===== config.mk =====
export PLATFORM = sky130hd
export DESIGN_NAME = rect_fill_seq
export DESIGN_NICKNAME = d
export VERILOG_FILES = /design/src/rtl/rect_fill_seq.sv
export SDC_FILE = /design/constraint.sdc
export NUM_CORES = 1
export LEC_CHECK = 0
export BUFFER_PORTS_ARGS = -buffer_cell sky130_fd_sc_hd__buf_2
export CAP_MARGIN = 20
export CORE_MARGIN = 1.5
export CORE_UTILIZATION = 45
export DETAILED_ROUTE_END_ITERATION = 8
export PLACE_DENSITY = 0.7
export RECOVER_POWER = 100
export SLEW_MARGIN = 20
export SYNTH_ARGS = -nofsm -noshare
export SYNTH_HDL_FRONTEND = slang
export SYNTH_SLANG_ARGS = --single-unit
export TNS_END_PERCENT = 50

===== constraint.sdc =====
create_clock -name Clock -period 2.9 [get_ports Clock]
set_input_delay 0.29 -clock Clock [delete_from_list [all_inputs] [get_ports Clock]]
set_output_delay 0.29 -clock Clock [all_outputs]
set_load 0.02 [all_outputs]

===== src/rtl/rect_fill_seq.sv =====
// Rectangle plotter: latches two corners and a colour, then streams every pixel of a
// solid or outlined rectangle in row-major order through a ready-gated plot port.
module rect_fill_seq #(
    parameter int X_W = 8,
    parameter int Y_W = 7
) (
    input  logic           Clock,
    input  logic           reset_N,
    input  logic           start,
    input  logic           abort,
    input  logic           outline,
    input  logic [X_W-1:0] x1,
    input  logic [X_W-1:0] x2,
    input  logic [Y_W-1:0] y1,
    input  logic [Y_W-1:0] y2,
    input  logic [2:0]     colour_in,
    input  logic           plot_ready,
    output logic           plot,
    output logic [X_W-1:0] x_out,
    output logic [Y_W-1:0] y_out,
    output logic [2:0]     colour_out,
    output logic           busy,
    output logic           doneSq
);

    typedef enum logic [1:0] {IDLE, SETUP, RUN, DONE} state_t;

    state_t         state, next_state;
    logic           setup_phase;
    logic           outline_q;
    logic [X_W-1:0] x1_q, x2_q, xmin, xmax;
    logic [Y_W-1:0] y1_q, y2_q, ymin, ymax;
    logic           accept;
    logic           last_pixel;
    logic           skip_interior;

    assign accept        = (state == RUN) && plot_ready;
    assign last_pixel    = (x_out == xmax) && (y_out == ymax);
    assign skip_interior = outline_q && (x_out == xmin) && (y_out != ymin) && (y_out != ymax);

    always_ff @(posedge Clock or negedge reset_N) begin
        if (!reset_N) state <= IDLE;
        else          state <= next_state;
    end

    // SETUP spends one cycle registering the bounds and one loading the start pixel.
    always_comb begin
        next_state = state;
        case (state)
            IDLE:  if (start && !abort) next_state = SETUP;
            SETUP: if (abort) next_state = IDLE;
                   else if (setup_phase) next_state = RUN;
            RUN:   if (abort) next_state = IDLE;
                   else if (accept && last_pixel) next_state = DONE;
            DONE:  next_state = IDLE;
            default: next_state = IDLE;
        endcase
    end

    always_comb begin
        plot   = (state == RUN);
        busy   = (state != IDLE);
        doneSq = (state == DONE) && !abort;
    end

    // The xmax test comes before any increment, so the top column never wraps.
    always_ff @(posedge Clock or negedge reset_N) begin
        if (!reset_N) begin
            setup_phase <= 1'b0;
            outline_q   <= 1'b0;
            x1_q        <= '0;
            x2_q        <= '0;
            y1_q        <= '0;
            y2_q        <= '0;
            xmin        <= '0;
            xmax        <= '0;
            ymin        <= '0;
            ymax        <= '0;
            x_out       <= '0;
            y_out       <= '0;
            colour_out  <= '0;
        end else begin
            case (state)
                IDLE: begin
                    if (start && !abort) begin
                        x1_q        <= x1;
                        x2_q        <= x2;
                        y1_q        <= y1;
                        y2_q        <= y2;
                        outline_q   <= outline;
                        colour_out  <= colour_in;
                        setup_phase <= 1'b0;
                    end
                end
                SETUP: begin
                    if (!abort) begin
                        if (!setup_phase) begin
                            xmin        <= (x1_q < x2_q) ? x1_q : x2_q;
                            xmax        <= (x1_q < x2_q) ? x2_q : x1_q;
                            ymin        <= (y1_q < y2_q) ? y1_q : y2_q;
                            ymax        <= (y1_q < y2_q) ? y2_q : y1_q;
                            setup_phase <= 1'b1;
                        end else begin
                            x_out <= xmin;
                            y_out <= ymin;
                        end
                    end
                end
                RUN: begin
                    if (!abort && accept && !last_pixel) begin
                        if (x_out == xmax) begin
                            x_out <= xmin;
                            y_out <= y_out + 1'b1;
                        end else if (skip_interior) begin
                            x_out <= xmax;
                        end else begin
                            x_out <= x_out + 1'b1;
                        end
                    end
                end
                default: ;
            endcase
        end
    end

endmodule


==> results of run 1 <==
layout make-up:
| class | count | area (um2) |
|---|---|---|
| Sequential cell | 82 | 2050 |
| Fill cell | 984 | 5020 |
| Inverter | 15 | 56.3 |
| Multi-Input combinational cell | 372 | 2480 |
| Clock buffer | 14 | 153 |
| Timing Repair Buffer | 71 | 347 |
| Tap cell | 136 | 170 |
worst max-delay path: stages, from the launching register on:
cell,delay [ns]
dfrtp_1,0.50
nand2b_1,0.14
clkbuf_1,0.62
inv_1,0.27
buf_2,0.24
per-layer routing:
layer	vias to the layer above	global-route usage, %
met4	0	6.47
met1	1852	28.9
li1	1878	-
met5	-	0
met3	10	3.53
met2	93	30.5
power by group:
group	internal, mW	total, mW	switching (mW)
Clock	0.327	0.714	0.387
Sequential	1.57	2.17	0.596
Combinational	0.870	1.98	1.11
Total	2.77	4.86	2.09
cells in the final DEF, fill, tap and decap left out, drive strengths merged:
master / Yosys / routed
o21ai: 30 / 30
xnor2: 12 / 12
and2: 1 / 1
mux2: 21 / 21
nor4: 6 / 6
o221ai: 7 / 7
nor2b: 2 / 2
o211ai: 1 / 1
nand2: 57 / 57
or2: 2 / 2
dfrtp: 82 / 82
nand3b: 2 / 2
buf: 17 / 46
and3: 4 / 4
nor3b: 3 / 3
a22oi: 3 / 3
inv: 15 / 15
a22o: 1 / 1
o22ai: 2 / 2
or4: 1 / 1
nand4b: 1 / 1
or3: 17 / 17
o31ai: 1 / 1
o31a: 1 / 1
ha: 15 / 15
nand2b: 4 / 4
clkbuf: 20 / 39
a21o: 8 / 8
nor2: 37 / 37
nand4: 5 / 5
nand3: 22 / 22
a21oi: 40 / 40
mux2i: 23 / 23
o2111ai: 17 / 17
nor3: 2 / 2
xor2: 24 / 24
final timing paths:
check | to | slack, ns | start
max | plot | 0.48 | state[0]
min | y2_q[2] | 0.14 | y2[2]
max reg2reg | ymin[3] | 0.54 | state[0]
min reg2reg | colour_out[0] | 0.49 | colour_out[0]
max in group asynchronous | y_out[3] | 1.21 | reset_N
min in group asynchronous | y1_q[2] | 0.50 | reset_N
logic make-up (layout without fill, tap and decap cells):
family,after synthesis,count (layout),synth area share (%)
adder cells (fa/ha/maj),15,15,3.96
buffers and inverters,52,100,4.67
flip-flops,82,82,43.3
multiplexers,44,44,9.85
AND/OR/NAND/NOR,166,166,17.0
AO/OA/AOI/OAI,111,111,14.5
XOR/XNOR,36,36,6.66
synth_stat cells, drive strengths merged:
cell type,instances,share of area (%)
a21o,8,1.3
a21oi,40,4.2
a22o,1,0.18
a22oi,3,0.48
and2,1,0.13
and3,4,0.53
buf,17,1.9
clkbuf,20,1.6
dfrtp,82,43
ha,15,4.0
inv,15,1.2
mux2,21,5.0
mux2i,23,4.9
nand2,57,4.5
nand2b,4,0.53
nand3,22,2.3
nand3b,2,0.32
nand4,5,0.66
nand4b,1,0.18
nor2,37,2.9
nor2b,2,0.42
nor3,2,0.21
nor3b,3,0.58
nor4,6,0.92
o2111ai,17,3.1
o211ai,1,0.16
o21ai,30,3.2
o221ai,7,1.3
o22ai,2,0.26
o31a,1,0.18
o31ai,1,0.16
or2,2,0.26
or3,17,2.2
or4,1,0.24
xnor2,12,2.2
xor2,24,4.4
stage by stage:
| step | worst slack [ns] | hold slack [ns] | utilization, % | power [mW] |
|---|---|---|---|---|
| global route | 0.271 | 0.123 | 51.1 | 5.25 |
| finish | 0.483 | 0.141 | 51.1 | 4.86 |
| floorplan | 0.661 | -0.00559 | - | 3.58 |
| detailed placement | 0.589 | 0.476 | 50.1 | 4.20 |
| global placement | 0.621 | 0.462 | 50.1 | 4.12 |
| CTS | 0.565 | 0.131 | 51.6 | 4.94 |
flip-flops by register name (all words and copies together), names as in the netlist, 8 cells and up:
name	cells
xmin	8
x2_q	8
x1_q	8
x_out	8
xmax	8
==> impl_results.md, run 1 <==
* Status: finished, violations left
* Failing checks: capacitance limit, slew limit
* Vias in the first global route at 3,732
* Worst hold path class: input pin to flop
* Unique masters post-synth at 44
* DR vias at 3,833
* PostCTS Resize Cnt at 0
* Hold-fix buffers, CTS at 0
* CTS Buf Count at 9
* Critical path peak fanout at 20
* Fmax at 0.414 GHz
* # DRC at 0
* Top layer reached by signal wires: met4
* CP startpoint kind: flop
* Metal3 WL at 431 um
* Routed length per instance at 15.3 um
* DP HPWL at 7350 um
* Final GP Congestion at 0.803
* Final setup violation count at 0
* Clock root cell: clkbuf_8
* Antenna violations before repair at 0
* Core Area at 10,300 um2
* Crit path capture type: output pin
* Post-route met1 wirelength at 5220 um
* R2R cell count at 6
* DRT iter0 DRCs at 325
* Die Y at 106 um
* Full die area at 11,200 um2
* Peak VDD IR at 0.336 mV
* Share of cells above drive strength 1 at 12.1%
* Via/cell ratio at 5.56
* Site Rows at 37
* Max-slew violations at 83
* Worst Path Arrival at 2.13 ns
* IO buf count at 59
* Final hold violation count at 0
* Tightest Pin Transition at 2.03 ns
* Fin nets at 605
* Seq/Total Area, Yosys at 43.3%
* Clock Path Buffers at 2
* Final period util at 83.3%
* MaxCap Viol Count at 1
* Placed inst area at 5150 um2
* Slew margin rel. at -35.5%
* H-tree lvl count at 3
* RSZ-0062 raised after global routing: no
* Clock transition at path regs at 0.08 ns
* Total nets after synthesis at 560
* WL met2 at 4750 um
* Area growth syn-to-layout at 10.9%
* Post-CTS Setup Bufs at 0
* Antenna diode count at 0
* Leak pwr at 2.39 nW
* Non-filler instance count after layout at 690
* Gate Count Post-Synth at 506
* TNS Setup at 0 ns
* Number of I/O pins at 60
* Worst EP required at 2.61 ns
* Fin crit period at 2.42 ns
* Worst setup path category: flop to output pin
* Die X at 106 um
* Worst skew pair latency at 0.36 ns
* Syn. warnings at 0
* Post-Synthesis Cell Area at 4740 um2
* Yosys reg bits at 82
* First-pass GRT wire length at 17,900 um
* Largest net degree at the start of global routing at 83
* Antenna viol nets, final at 0
* CTS tree: done
* Initial DRT Pass Iterations at 4
* Power Density at 925 nW/um2
* Overflow after GRT at 0
* Design area at 5260 um2
* Gr usage total at 20.0%
* Post-Route WL at 10,500 um
* Clock skew after layout at 0.0133 ns
* CTS sink count at 82
* Starting Density at 46.1%
* Worst Hold Path Cells at 3
* Dpl cells at 676
* Mapped Avg Cell Area at 9.36 um2
No activity file was read; power rests on OpenSTA's default activity.
==> inputs of run 2 (changes only) <==
Settings changed: ABC_AREA set to 1, PLACE_DENSITY 0.7 to 0.69.
Clock period 2.9 ns to 2.39 ns, I/O delays scaled along.
==> impl_results.md, run 2 <==
* Status: complete, no violations
* Die X at 107 um
* Clock Path Buffers at 2
* DP Worst Slack at 0.508 ns
* Seq/Total Area, Yosys at 42.0%
* RSZ-0062 raised after global routing: no
* Initial DRT Pass Iterations at 4
* MaxCap Viol Count at 0
* CP startpoint kind: flop
* Area growth syn-to-layout at 10.6%
* Crit-path slowest cell: dfrtp_1
* Yosys reg bits at 82
* First-pass GRT wire length at 19,400 um
* Final GP Congestion at 0.937
* Non-filler instance count after layout at 885
* Slew margin rel. at 48.1%
* Cell Chain, Critical Path: inv_1 > nand2_1 > nand2_1 > nor2_1 > nand2_1 > nor2_1 > nand2_1 > nand2_4 > nand2_4 > nand2_2 > nand2_2 > o21ai_2
* CTS tree: done
* DP HPWL at 8470 um
* Syn. warnings at 0
* Max-slew violations at 0
* Design area at 5400 um2
* Fmax at 0.493 GHz
* Max incr delay on CP at 0.55 ns
* FF-to-FF End: y_out[4]
* Ys async rst share at 100%
* Total nets after synthesis at 745
* Final period util at 84.9%
* Met2 global-route usage at 30.8%
* Routed length per instance at 12.8 um
* Placed inst area at 5300 um2
* Antenna viol nets, final at 0
* Clock transition at path regs at 0.08 ns
* Most used cell, CP: nand2_1
* Gr usage total at 21.5%
* Leak pwr at 2.84 nW
* Power Density at 1380 nW/um2
* GR Util met3 at 2.86%
* Final hold violation count at 0
* Gate Count Post-Synth at 691
* Critical path peak fanout at 12
* List of most frequent post-synthesis cells: 246 x nand2_1, 87 x inv_1, 82 x dfrtp_1
* Largest net degree at the start of global routing at 63
* DR vias at 4,383
* Number of synthesized flops with an enable pin at 0
* IO buf count at 59
* TNS Setup at 0 ns
* Vias in the first global route at 4,105
* Crit path capture type: flop
* PnR worst setup slack at 0.362 ns
* Top Usage Layer GRT: met1
* R2R cell count at 12
* Worst setup path category: flop to flop
* Overflow after GRT at 0
* DRT iter0 DRCs at 276
* GRT met1 Usage at 32.1%
* Worst Hold Path Cells at 3
* PostCTS Resize Cnt at 0
* Clock root cell: clkbuf_8
* Commonest non-fill, non-tap cell in the layout: nand2_1
* Hold path start: y2[0]
* # DRC at 0
* Full die area at 11,500 um2
* Hold EP: y2_q[0]
* Clock skew after layout at 0.00696 ns
* Fin nets at 799
* Peak VDD IR at 0.608 mV
* Site Rows at 37
* H-tree lvl count at 3
* Fin crit period at 2.03 ns
* Post-CTS Setup Bufs at 0
* Worst R2R Start: x_out[2]
* Worst EP required at 2.69 ns
* Final setup violation count at 0
* Worst Path Arrival at 2.32 ns
* Ranking of synthesized cells by area: dfrtp_1 42%, nand2_1 19%, nand3_1 6.9%
* Share of cells above drive strength 1 at 10.9%
* Worst hold path class: input pin to flop
* Most frequent cells in the layout: 247 x nand2_1, 87 x inv_1, 82 x dfrtp_1, 67 x nand3_1, 62 x o21ai_0
* Post-Synthesis Cell Area at 4880 um2
* Antenna violations before repair at 0
* Reg-to-reg slack, setup at 0.36 ns
* Dpl cells at 869
* Post-Route WL at 11,300 um
* CTS Buf Count at 9
* Synth top area share at 42.0%
* Unique masters post-synth at 30
* CTS sink count at 82
* Yosys top cell by area: dfrtp_1
* Core Area at 10,400 um2
* Antenna diode count at 0
* Starting Density at 46.9%
* Post-synth top flop: dfrtp_1
* Count leader, synth: nand2_1
* Number of I/O pins at 60
* Tightest Pin Transition at 0.779 ns
* Via/cell ratio at 4.95
* Die Y at 107 um
* Mapped Avg Cell Area at 7.07 um2
* Worst skew pair latency at 0.37 ns
-- run 2: layout make-up --
type / instances / area (um2)
multi-input cells: 494 / 2350
clock inverters: 6 / 35.0
repair buffers: 66 / 325
clock buffers: 9 / 124
flip-flops and latches: 82 / 2050
well taps: 136 / 170
fillers: 1071 / 5010
inverters: 92 / 345
-- run 2: routing by layer --
metal	vias to the layer above	routed length [um]
met3	17	561
met2	108	4700
li1	2275	-
met1	1983	5820
met4	0	225
met5	-	0
-- run 2: worst max-delay path by stage --
stage,start,end,slack [ns],cells past startpoint
after floorplan,x2_q[5],xmax[6],0.57,9
final,x_out[2],y_out[4],0.36,12
after global placement,y2_q[4],ymax[3],0.54,10
after global routing,x_out[2],y_out[1],0.13,12
after detailed placement,y_out[3],x_out[0],0.51,9
after CTS,y_out[3],x_out[0],0.49,9
-- run 2: per-stage QoR --
stage	util [%]	total power, mW	hold WS [ns]
after global routing	51.9	8.26	0.0681
final	51.9	7.44	0.0727
after detailed placement	50.9	6.65	0.207
after global placement	50.9	6.51	0.201
after floorplan	-	5.62	-0.0566
after CTS	52.5	7.55	0.0501
-- run 2: kinds of logic (layout without fill, tap and decap cells) --
kind of cell / count (synthesis) / after routing / synth area share (%)
AND/OR/NAND/NOR: 374 / 374 / 32.4
buffers and inverters: 115 / 173 / 9.43
AO/OA/AOI/OAI: 92 / 92 / 10.0
flip-flops: 82 / 82 / 42.0
adder cells (fa/ha/maj): 15 / 15 / 3.84
XOR/XNOR: 13 / 13 / 2.33
-- run 2: worst max-delay path: cells and delay by family (launching register included) --
family,cells,cell delay [ns]
AND/OR/NAND/NOR,10,1.26
flip-flops,1,0.55
AO/OA/AOI/OAI,1,0.06
buffers and inverters,1,0.07
-- run 2: power breakdown --
part,switching (mW),internal (mW)
clock network,0.515,0.364
logic,2.53,1.36
registers,0.641,2.03
total,3.68,3.75
-- run 2: what timing repair did --
| action | CTS | global route |
|---|---|---|
| hold buffers | 1 | 0 |
| hold endpoints to repair | 31 | 0 |
| setup endpoints to repair | 0 | 0 |
==> inputs of run 3 (changes only) <==
Settings changed: ABC_AREA 1 to 0, PLACE_DENSITY 0.69 to 0.72.
Clock period 2.39 ns to 1.75 ns, I/O delays scaled along.
==> impl_results.md, run 3 (synthesis gave the netlist of run 1 again) <==
* Vias in the first global route at 4,448
* Starting Density at 46.1%
* Die X at 106 um
* CP startpoint kind: flop
* CTS tree: done
* Crit path capture type: flop
* Crit-path slowest cell: or4_4
* CP Depth at 6
* Fin crit period at 2.08 ns
* Die Y at 106 um
* DP HPWL at 8640 um
* Share of cells above drive strength 1 at 42.9%
* DP Worst Slack at -0.388 ns
* Initial DRT Pass Iterations at 7
* Core Area at 10,300 um2
* Final Total Pwr at 11.1 mW
* Worst setup path category: flop to flop
* Clock skew after layout at 0.00982 ns
* CP top delay family: simple AND/OR/NAND/NOR gates
* MaxCap Viol Count at 0
* DR vias at 4,489
* DRT iter0 DRCs at 362
* Largest net degree at the start of global routing at 38
* Slew margin rel. at 55.1%
* Area growth syn-to-layout at 43.4%
* Worst Hold Path Cells at 3
* Fin nets at 702
* Final setup violation count at 46
* Post-Route WL at 14,000 um
* Fillers at 767
* Worst EP required at 2.01 ns
* Worst Path Arrival at 2.34 ns
* Final period util at 119%
* Site Rows at 37
* Overflow after GRT at 0
* Peak VDD IR at 0.830 mV
* Max-slew violations at 0
* Worst skew pair latency at 0.37 ns
* Clock transition at path regs at 0.09 ns
* H-tree lvl count at 3
* Status: finished, violations left
* Max incr delay on CP at 0.51 ns
* Final hold violation count at 0
* Full die area at 11,200 um2
* Routed length per instance at 17.7 um
* Buf/Inv on CP at 0
* Via/cell ratio at 5.69
* Register area at 2060 um2
* Clock root cell: clkbuf_8
* Failing checks: setup timing
* Leak pwr at 3.06 nW
* Antenna viol nets, final at 0
* CTS Buf Count at 9
* RSZ-0062 raised after global routing: yes
* Antenna violations before repair at 0
* PnR worst setup slack at -0.325 ns
* Fmax at 0.482 GHz
* Number of I/O pins at 60
* Clock Path Buffers at 2
* Cell Chain, Critical Path: xor2_1 > nor4_2 > nand3_1 > or4_4 > nor2b_4 > o31a_1
* Area of the multi-input gates at 3030 um2
* # DRC at 0
* Reg-to-reg slack, setup at -0.33 ns
* Power Density at 1640 nW/um2
* Antenna diode count at 0
* Most frequent cells in the layout: 87 x buf_4, 78 x dfrtp_1, 56 x nand2_1, 55 x buf_2, 23 x a21oi_1
* First-pass GRT wire length at 21,400 um
* Final GP Congestion at 0.855
* R2R cell count at 6
* Commonest non-fill, non-tap cell in the layout: buf_4
* IO buf count at 59
* Worst hold path class: input pin to flop
* Tightest Pin Transition at 0.674 ns
* Gr usage total at 24.2%
* CTS sink count at 82
* Critical path peak fanout at 5
run 3: cell count changes in the layout (fill, tap and decap cells not counted), moves of 17 or more:
cell / change
buf_2: +17
buf_4: +82
clkbuf_1: -17
inv_1: -76
mux2_1: +19
nand2_1: -191
nand3_1: -48
o21ai_0: -58
o21ai_1: +21
run 3: cell type report:
class | count | share of cell area, %
sequential | 82 | 30.3
tap | 136 | 2.51
inverter | 15 | 0.829
clock buffer | 11 | 2.23
multi-input combinational | 373 | 44.6
timing repair buffer | 167 | 18.8
clock inverter | 5 | 0.774
run 3: worst min-delay path: stages:
cell,delay [ns]
buf_2,0.08
nand2_1,0.04
o21ai_1,0.06
run 3: repair_timing:
item	CTS	global route
hold endpoints to repair	24	0
gates cloned	4	2
pin swaps	46	31
buffers inserted	11	7
setup endpoints to repair	65	67
hold buffers	1	0
gates resized for setup	63	52
run 3: path summary, 6_finish.rpt:
kind | from | to
worst min-delay path | y2[2] | y2_q[2]
worst min register to register | colour_out[0] | colour_out[0]
max in group asynchronous | reset_N | x2_q[4]
worst max-delay path | x_out[1] | x_out[0]
min in group asynchronous | reset_N | y2_q[1]
worst max register to register | x_out[1] | x_out[0]
run 3: routing by layer:
metal	up-vias	GRT usage [%]	routed length, um
li1	2087	-	-
met1	2181	32.3	6050
met2	181	38.6	6840
met3	40	3.53	683
met4	0	12.2	414
met5	-	0	0
run 3: metrics by stage:
step | std cells | setup TNS, ns | instance area (um2) | util, % | hold WS, ns
2_1_floorplan | 506 | -5.80 | 4870 | - | -0.121
3_3_place_gp | 753 | -3.76 | 5850 | 56.9 | 0.106
3_5_place_dp | 753 | -6.12 | 5850 | 56.9 | 0.115
4_1_cts | 783 | -4.04 | 6510 | 63.4 | 0.00233
5_1_grt | 789 | -10.17 | 6790 | 66.1 | 0.0177
6_report | 789 | -7.33 | 6790 | 66.1 | 0.0158
run 3: where the power goes:
group | internal [mW] | leakage (nW) | switching (mW)
logic | 3.05 | 1.96 | 3.31
registers | 2.62 | 0.989 | 0.697
clock network | 0.730 | 0.105 | 0.716
